--- config.mk ---
export PLATFORM = sky130hd
export DESIGN_NAME = memory_ctrl
export DESIGN_NICKNAME = d
export VERILOG_FILES = /design/src/rtl/memory_ctrl.sv
export SDC_FILE = /design/constraint.sdc
export NUM_CORES = 1
export LEC_CHECK = 0
export ABC_AREA = 1
export CAP_MARGIN = 20
export CORE_ASPECT_RATIO = 1.2
export CORE_MARGIN = 4
export CORE_UTILIZATION = 36
export CTS_CLUSTER_DIAMETER = 120
export DETAILED_ROUTE_END_ITERATION = 8
export GPL_ROUTABILITY_DRIVEN = 0
export PLACE_DENSITY = 0.49
export RECOVER_POWER = 50
export SLEW_MARGIN = 30
export SYNTH_ARGS = -nofsm -noshare
export SYNTH_HDL_FRONTEND = slang
export SYNTH_SLANG_ARGS = --single-unit
export TNS_END_PERCENT = 50
--- constraint.sdc ---
create_clock -name clock -period 4.2 [get_ports clock]
set_input_delay 0.42 -clock clock [delete_from_list [all_inputs] [get_ports clock]]
set_output_delay 0.42 -clock clock [all_outputs]
set_load 0.005 [all_outputs]
--- src/rtl/memory_ctrl.sv ---
// memory_ctrl: parametrised single-port word memory with valid/ready requests,
// per-bit write masking, a fixed-latency read pipeline and a sequential clear
// engine that walks the whole array after reset or on a clear request.
//
// Ports:
//   clock, reset            rising-edge clock, synchronous active-high reset
//   clear                   request to zero the whole array (honoured in READY)
//   req_valid / req_ready   request handshake; accept = req_valid && req_ready
//   req_write               1 = masked write, 0 = read
//   req_address             word address (>= MEM_DEPTH is out of range)
//   req_data / req_mask     write data and per-bit write enable
//   rsp_valid / rsp_data    one-cycle read response, READ_LATENCY after accept
//   busy                    clear sequence in progress
//   error                   sticky out-of-range flag, cleared by reset or clear
//
// state | meaning
// CLEAR | zeroing mem[clear_ptr] each edge, requests refused
// READY | accepting one request per cycle
module memory_ctrl #(
    parameter int WORD_SIZE    = 16,
    parameter int ADDR_SIZE    = 5,
    parameter int MEM_DEPTH    = 32,
    parameter int READ_LATENCY = 1
) (
    input  logic                 clock,
    input  logic                 reset,
    input  logic                 clear,
    input  logic                 req_valid,
    output logic                 req_ready,
    input  logic                 req_write,
    input  logic [ADDR_SIZE-1:0] req_address,
    input  logic [WORD_SIZE-1:0] req_data,
    input  logic [WORD_SIZE-1:0] req_mask,
    output logic                 rsp_valid,
    output logic [WORD_SIZE-1:0] rsp_data,
    output logic                 busy,
    output logic                 error
);

    typedef enum logic {ST_CLEAR, ST_READY} state_t;

    localparam logic [ADDR_SIZE:0]   DEPTH_W   = (ADDR_SIZE+1)'(MEM_DEPTH);
    localparam logic [ADDR_SIZE-1:0] LAST_ADDR = ADDR_SIZE'(MEM_DEPTH - 1);

    state_t                 state;
    logic [ADDR_SIZE-1:0]   clear_ptr;
    logic [WORD_SIZE-1:0]   mem [MEM_DEPTH];
    logic [READ_LATENCY-1:0] pipe_valid;
    logic [WORD_SIZE-1:0]   pipe_data [READ_LATENCY];

    logic                   accept;
    logic                   in_range;
    logic                   rd_accept;
    logic [WORD_SIZE-1:0]   rd_word;

    assign req_ready = (state == ST_READY) && !clear;
    assign accept    = req_valid && req_ready;
    assign in_range  = {1'b0, req_address} < DEPTH_W;
    assign rd_accept = accept && !req_write;
    assign rd_word   = in_range ? mem[req_address] : '0;

    // Storage array: no reset, so a held reset leaves the contents untouched
    // and the clear engine restarts from address 0 once reset drops.
    always_ff @(posedge clock) begin
        if (!reset) begin
            if (state == ST_CLEAR) begin
                mem[clear_ptr] <= '0;
            end else if (accept && req_write && in_range) begin
                mem[req_address] <= (mem[req_address] & ~req_mask) | (req_data & req_mask);
            end
        end
    end

    always_ff @(posedge clock) begin
        if (reset) begin
            state     <= ST_CLEAR;
            clear_ptr <= '0;
            busy      <= 1'b1;
            error     <= 1'b0;
        end else begin
            case (state)
                ST_CLEAR: begin
                    if (clear_ptr == LAST_ADDR) begin
                        state     <= ST_READY;
                        busy      <= 1'b0;
                        clear_ptr <= '0;
                    end else begin
                        clear_ptr <= clear_ptr + 1'b1;
                    end
                end
                ST_READY: begin
                    if (clear) begin
                        state     <= ST_CLEAR;
                        busy      <= 1'b1;
                        clear_ptr <= '0;
                        error     <= 1'b0;
                    end else if (accept && !in_range) begin
                        error <= 1'b1;
                    end
                end
                default: begin
                    state <= ST_CLEAR;
                    busy  <= 1'b1;
                end
            endcase
        end
    end

    // Read pipeline: each stage only loads data when a valid token moves in,
    // so the last stage holds the previous response while rsp_valid is low.
    // A clear does not touch it; reads in flight finish with pre-clear data.
    always_ff @(posedge clock) begin
        if (reset) begin
            pipe_valid <= '0;
            for (int i = 0; i < READ_LATENCY; i++) begin
                pipe_data[i] <= '0;
            end
        end else begin
            pipe_valid[0] <= rd_accept;
            if (rd_accept) begin
                pipe_data[0] <= rd_word;
            end
            for (int i = 1; i < READ_LATENCY; i++) begin
                pipe_valid[i] <= pipe_valid[i-1];
                if (pipe_valid[i-1]) begin
                    pipe_data[i] <= pipe_data[i-1];
                end
            end
        end
    end

    assign rsp_valid = pipe_valid[READ_LATENCY-1];
    assign rsp_data  = pipe_data[READ_LATENCY-1];

endmodule

==> results.md <==
- Clk pwr share: 0.419
- Detailed router's first-iteration violation count: 1291
- Fill count: 5666
- Num CTS Buffers: 54
- Total vias in the final route: 14.46k
- Average wire per cell in the routed design: between 20 and 25 um
- Number of enable-type register cells in the synthesized netlist: 528
- Final setup violation count: 0
- Net Sw Power: 2.418 mW
- Violations in the final reports: max-capacitance violations, max-slew violations
- Worst clock skew: roughly 0.032 ns
- Clock latency at the later pin of the worst-skew pair: between 0.6 and 0.7 ns
- Number of iterations in the first detailed-routing pass: 5
- Final Hold Violating Endpoints: 0
- GRT met1 Usage: 0.2518
- Total internal power: between 8 and 9 mW
- Static Leakage: around 9.7 nW
- Clock Root Buffer: sky130_fd_sc_hd__clkbuf_16
- Power per standard cell area: roughly 430 nW/um2
- Combinational power share: 0.053
- Clock tree buffer depth: 3
- Headroom to the max-slew limit: -0.2571
- Worst Tran Pin Value: 1.873 ns
- Total overflow reported by the global router: 0
- Max Fclk: 0.2989 GHz
- Share of final-layout standard cells stronger than drive strength 1: 0.08280
- HPWL after detailed placement: roughly 38000 um
- Worst setup path class: input pin to flop
- Post-synth top area share: 0.7270
- Ratio of routed vias to standard cells: 5.106
- Setup TNS: 0 ns
- Yosys synthesis warning count: 0
- Max Cap Violations: 1
- Cell accounting for the most synthesized area: sky130_fd_sc_hd__edfxtp_1
- Data arrival time of the critical path: roughly 3.6 ns
- Total length of routed wires: around 63000 um
- Total track usage: 0.1908
- Cell types with the largest area share after synthesis: sky130_fd_sc_hd__edfxtp_1, sky130_fd_sc_hd__nand2_1, sky130_fd_sc_hd__nand3_1, sky130_fd_sc_hd__clkbuf_1, sky130_fd_sc_hd__nor2_1
- Status: complete, but fails checks
- Initial cell density of the core: 0.3645
- Tmin final: 3.346 ns
- Maximum number of pins on one net before global-route repair: 129
- Worst voltage drop across the vdd grid: 0.3070 mV
- Number of sinks handled by clock tree synthesis: approximately 540
- Number of unique standard cell types used by synthesis: 26
- Critical Path Sink Type: flop
- Placed instance count: 2733
- TritonCTS clock tree: built
- Number of antenna violations at the first check in global routing: 2
- Required time worst endpoint: 4.47 ns
- Detailed-route DRC error count: 0
- Net Sw Frac: 0.2190
- Antenna violation net count after detailed routing: 0
- Area of the core: 59840 um2
- H-Tree Level Count: 2
- Post-CTS sizing: 0
- X dimension of the die: 232.7 um
- Power Total: 11.04 mW
- Met3 usage in global routing: 0.03451
- Fin. max-slew vios: 17
- Share of async-settable or async-resettable flops after synthesis: 0
- Layer with the highest usage: met2
- Number of buffers added to fix hold violations after cts: 0
- Period utilization: 0.7967
- Final Instance Count excl. Fillers: about 2.8k
- Wire length of the first global-routing pass: between 90000 and 100000 um
- Ranking of synthesized cells by instance count: sky130_fd_sc_hd__nand2_1, sky130_fd_sc_hd__edfxtp_1, sky130_fd_sc_hd__nand3_1, sky130_fd_sc_hd__clkbuf_1, sky130_fd_sc_hd__nor2_1
- Min setup slack post-route: 0.8541 ns
- Crit Path Max Fanout: 83
- Category of the worst setup path launch point: input pin
- Post-CTS Setup Inserts: 0
- Gate count of the mapped netlist: 1893
- Seq cells post-synth: between 500 and 600
- Cell area after synthesis: 21810 um2
- Worst slack at placement: around 0.8 ns
- Setup repair after global routing missed its margin: false
- Tightest Hold Check Type: input pin to flop
- Avg Synthesized Cell Area: between 10 and 15 um2
- Number of nets in the layout: 2033
- Most common cell in the netlist: sky130_fd_sc_hd__nand2_1
- Vias in the first global route: 14.10k
- Number of buffer cells added on primary ports: 60
- Signed area change from the synthesized netlist to the final layout: 16.49%
- Nets in the synthesized netlist: 1937
- Sequential-to-total area share from yosys stat: 0.7344
- Number of placement rows: 98
- Boundary pin count: 62
- Vert. Die Dim: 277.6 um
- Die area: 64600 um2
- Flop pwr share: 0.529
- Clock transition at the registers of the reported paths: 0.06 ns
- Primary flip-flop cell chosen by synthesis mapping: sky130_fd_sc_hd__edfxtp_1
- Met2 track utilization from global routing: 0.3132
[sequential cells by signal (all words and copies together), names as in the netlist]
name       cells
mem          512
pipe_data     16
clear_ptr      5
busy           1
rsp_valid      1
state          1
[through the flow]
step | cell area, um2 | util | hold WS, ns
finish | 25410 | 0.4246 | 0.4503
global route | 25410 | 0.4246 | 0.4681
CTS | 25510 | 0.4264 | 0.4527
detailed placement | 23860 | 0.3987 | 0.4704
global placement | 23850 | 0.3986 | 0.4634
floorplan | 21810 | - | 0.4374
[power groups by stage]
stage                     combinational [mW]  sequential, mW  clock, mW
after floorplan                        0.324            5.95          0
after global placement                 0.592            5.95          0
after detailed placement               0.592            5.95          0
after CTS                              0.595            5.84       4.74
after global routing                   0.631            5.84       4.95
final                                  0.582            5.84       4.62
[critical path, stage by stage]
cell and delay (ns):
sky130_fd_sc_hd__clkbuf_8 0.24, sky130_fd_sc_hd__inv_8 0.49, sky130_fd_sc_hd__clkbuf_1 0.46, sky130_fd_sc_hd__nand2_1 0.09, sky130_fd_sc_hd__nand3_1 0.14, sky130_fd_sc_hd__nand3_1 0.11
sky130_fd_sc_hd__nand2_1 0.13, sky130_fd_sc_hd__nand2_1 0.07, sky130_fd_sc_hd__nand3_1 0.10, sky130_fd_sc_hd__nand2_1 0.13, sky130_fd_sc_hd__a21oi_1 0.42, sky130_fd_sc_hd__clkbuf_2 0.72
[cell type report]
type	instances	area [um2]	share of cell area
inverters	33	133.9	0.005270
clock inverters	30	240.2	0.009456
well taps	800	1001	0.03940
flip-flops and latches	536	16020	0.6304
repair buffers	152	1386	0.05457
clock buffers	66	1418	0.05580
multi-input cells	1212	5206	0.2049
diodes	2	5.005	0.0001970
[cells by family (layout without fill, tap and decap cells)]
| group | after synthesis | after routing | share of synthesized area |
|---|---|---|---|
| adder cells (fa/ha/maj) | 2 | 2 | 0.001147 |
| XOR/XNOR | 1 | 1 | 0.0004017 |
| AND/OR/NAND/NOR | 1161 | 1161 | 0.2256 |
| flip-flops | 536 | 536 | 0.7344 |
| other | 1 | 3 | 0.0001720 |
| AO/OA/AOI/OAI | 47 | 47 | 0.01153 |
| buffers and inverters | 145 | 281 | 0.02674 |
[cell usage in the layout (no fill, tap or decap), types with 2 or more instances in the layout]
| cell type | n |
|---|---|
| sky130_fd_sc_hd__o21ai_0 | 21 |
| sky130_fd_sc_hd__inv_1 | 29 |
| sky130_fd_sc_hd__ha_1 | 2 |
| sky130_fd_sc_hd__clkbuf_16 | 55 |
| sky130_fd_sc_hd__clkinv_1 | 17 |
| sky130_fd_sc_hd__clkdlybuf4s50_1 | 38 |
| sky130_fd_sc_hd__dfxtp_1 | 8 |
| sky130_fd_sc_hd__nor2_2 | 2 |
| sky130_fd_sc_hd__edfxtp_1 | 528 |
| sky130_fd_sc_hd__clkinv_2 | 7 |
| sky130_fd_sc_hd__buf_4 | 70 |
| sky130_fd_sc_hd__clkbuf_2 | 5 |
| sky130_fd_sc_hd__nor2_1 | 53 |
| sky130_fd_sc_hd__o21ai_2 | 2 |
| sky130_fd_sc_hd__a21oi_1 | 20 |
| sky130_fd_sc_hd__bufinv_16 | 4 |
| sky130_fd_sc_hd__buf_12 | 11 |
| sky130_fd_sc_hd__dlygate4sd3_1 | 19 |
| sky130_fd_sc_hd__clkbuf_1 | 18 |
| sky130_fd_sc_hd__nand3_1 | 421 |
| sky130_fd_sc_hd__diode_2 | 2 |
| sky130_fd_sc_hd__nand2_1 | 681 |
[per-layer routing]
layer / wire length [um] / vias to the layer above
met3: 3583 / 125
met2: 30300 / 444
li1: - / 6792
met5: 0 / -
met1: 26270 / 7095
met4: 2595 / 0
[worst paths after layout]
check | start | end | slack [ns] | cells after the start
worst max-delay path | req_address[0] | mem[8][1] | 0.85 | 12
worst max register to register | state | mem[1][13] | 0.88 | 12
worst min register to register | clear_ptr[3] | clear_ptr[3] | 0.48 | 2
worst min-delay path | req_write | rsp_valid | 0.45 | 2
Power figures use the tool's default switching activity.
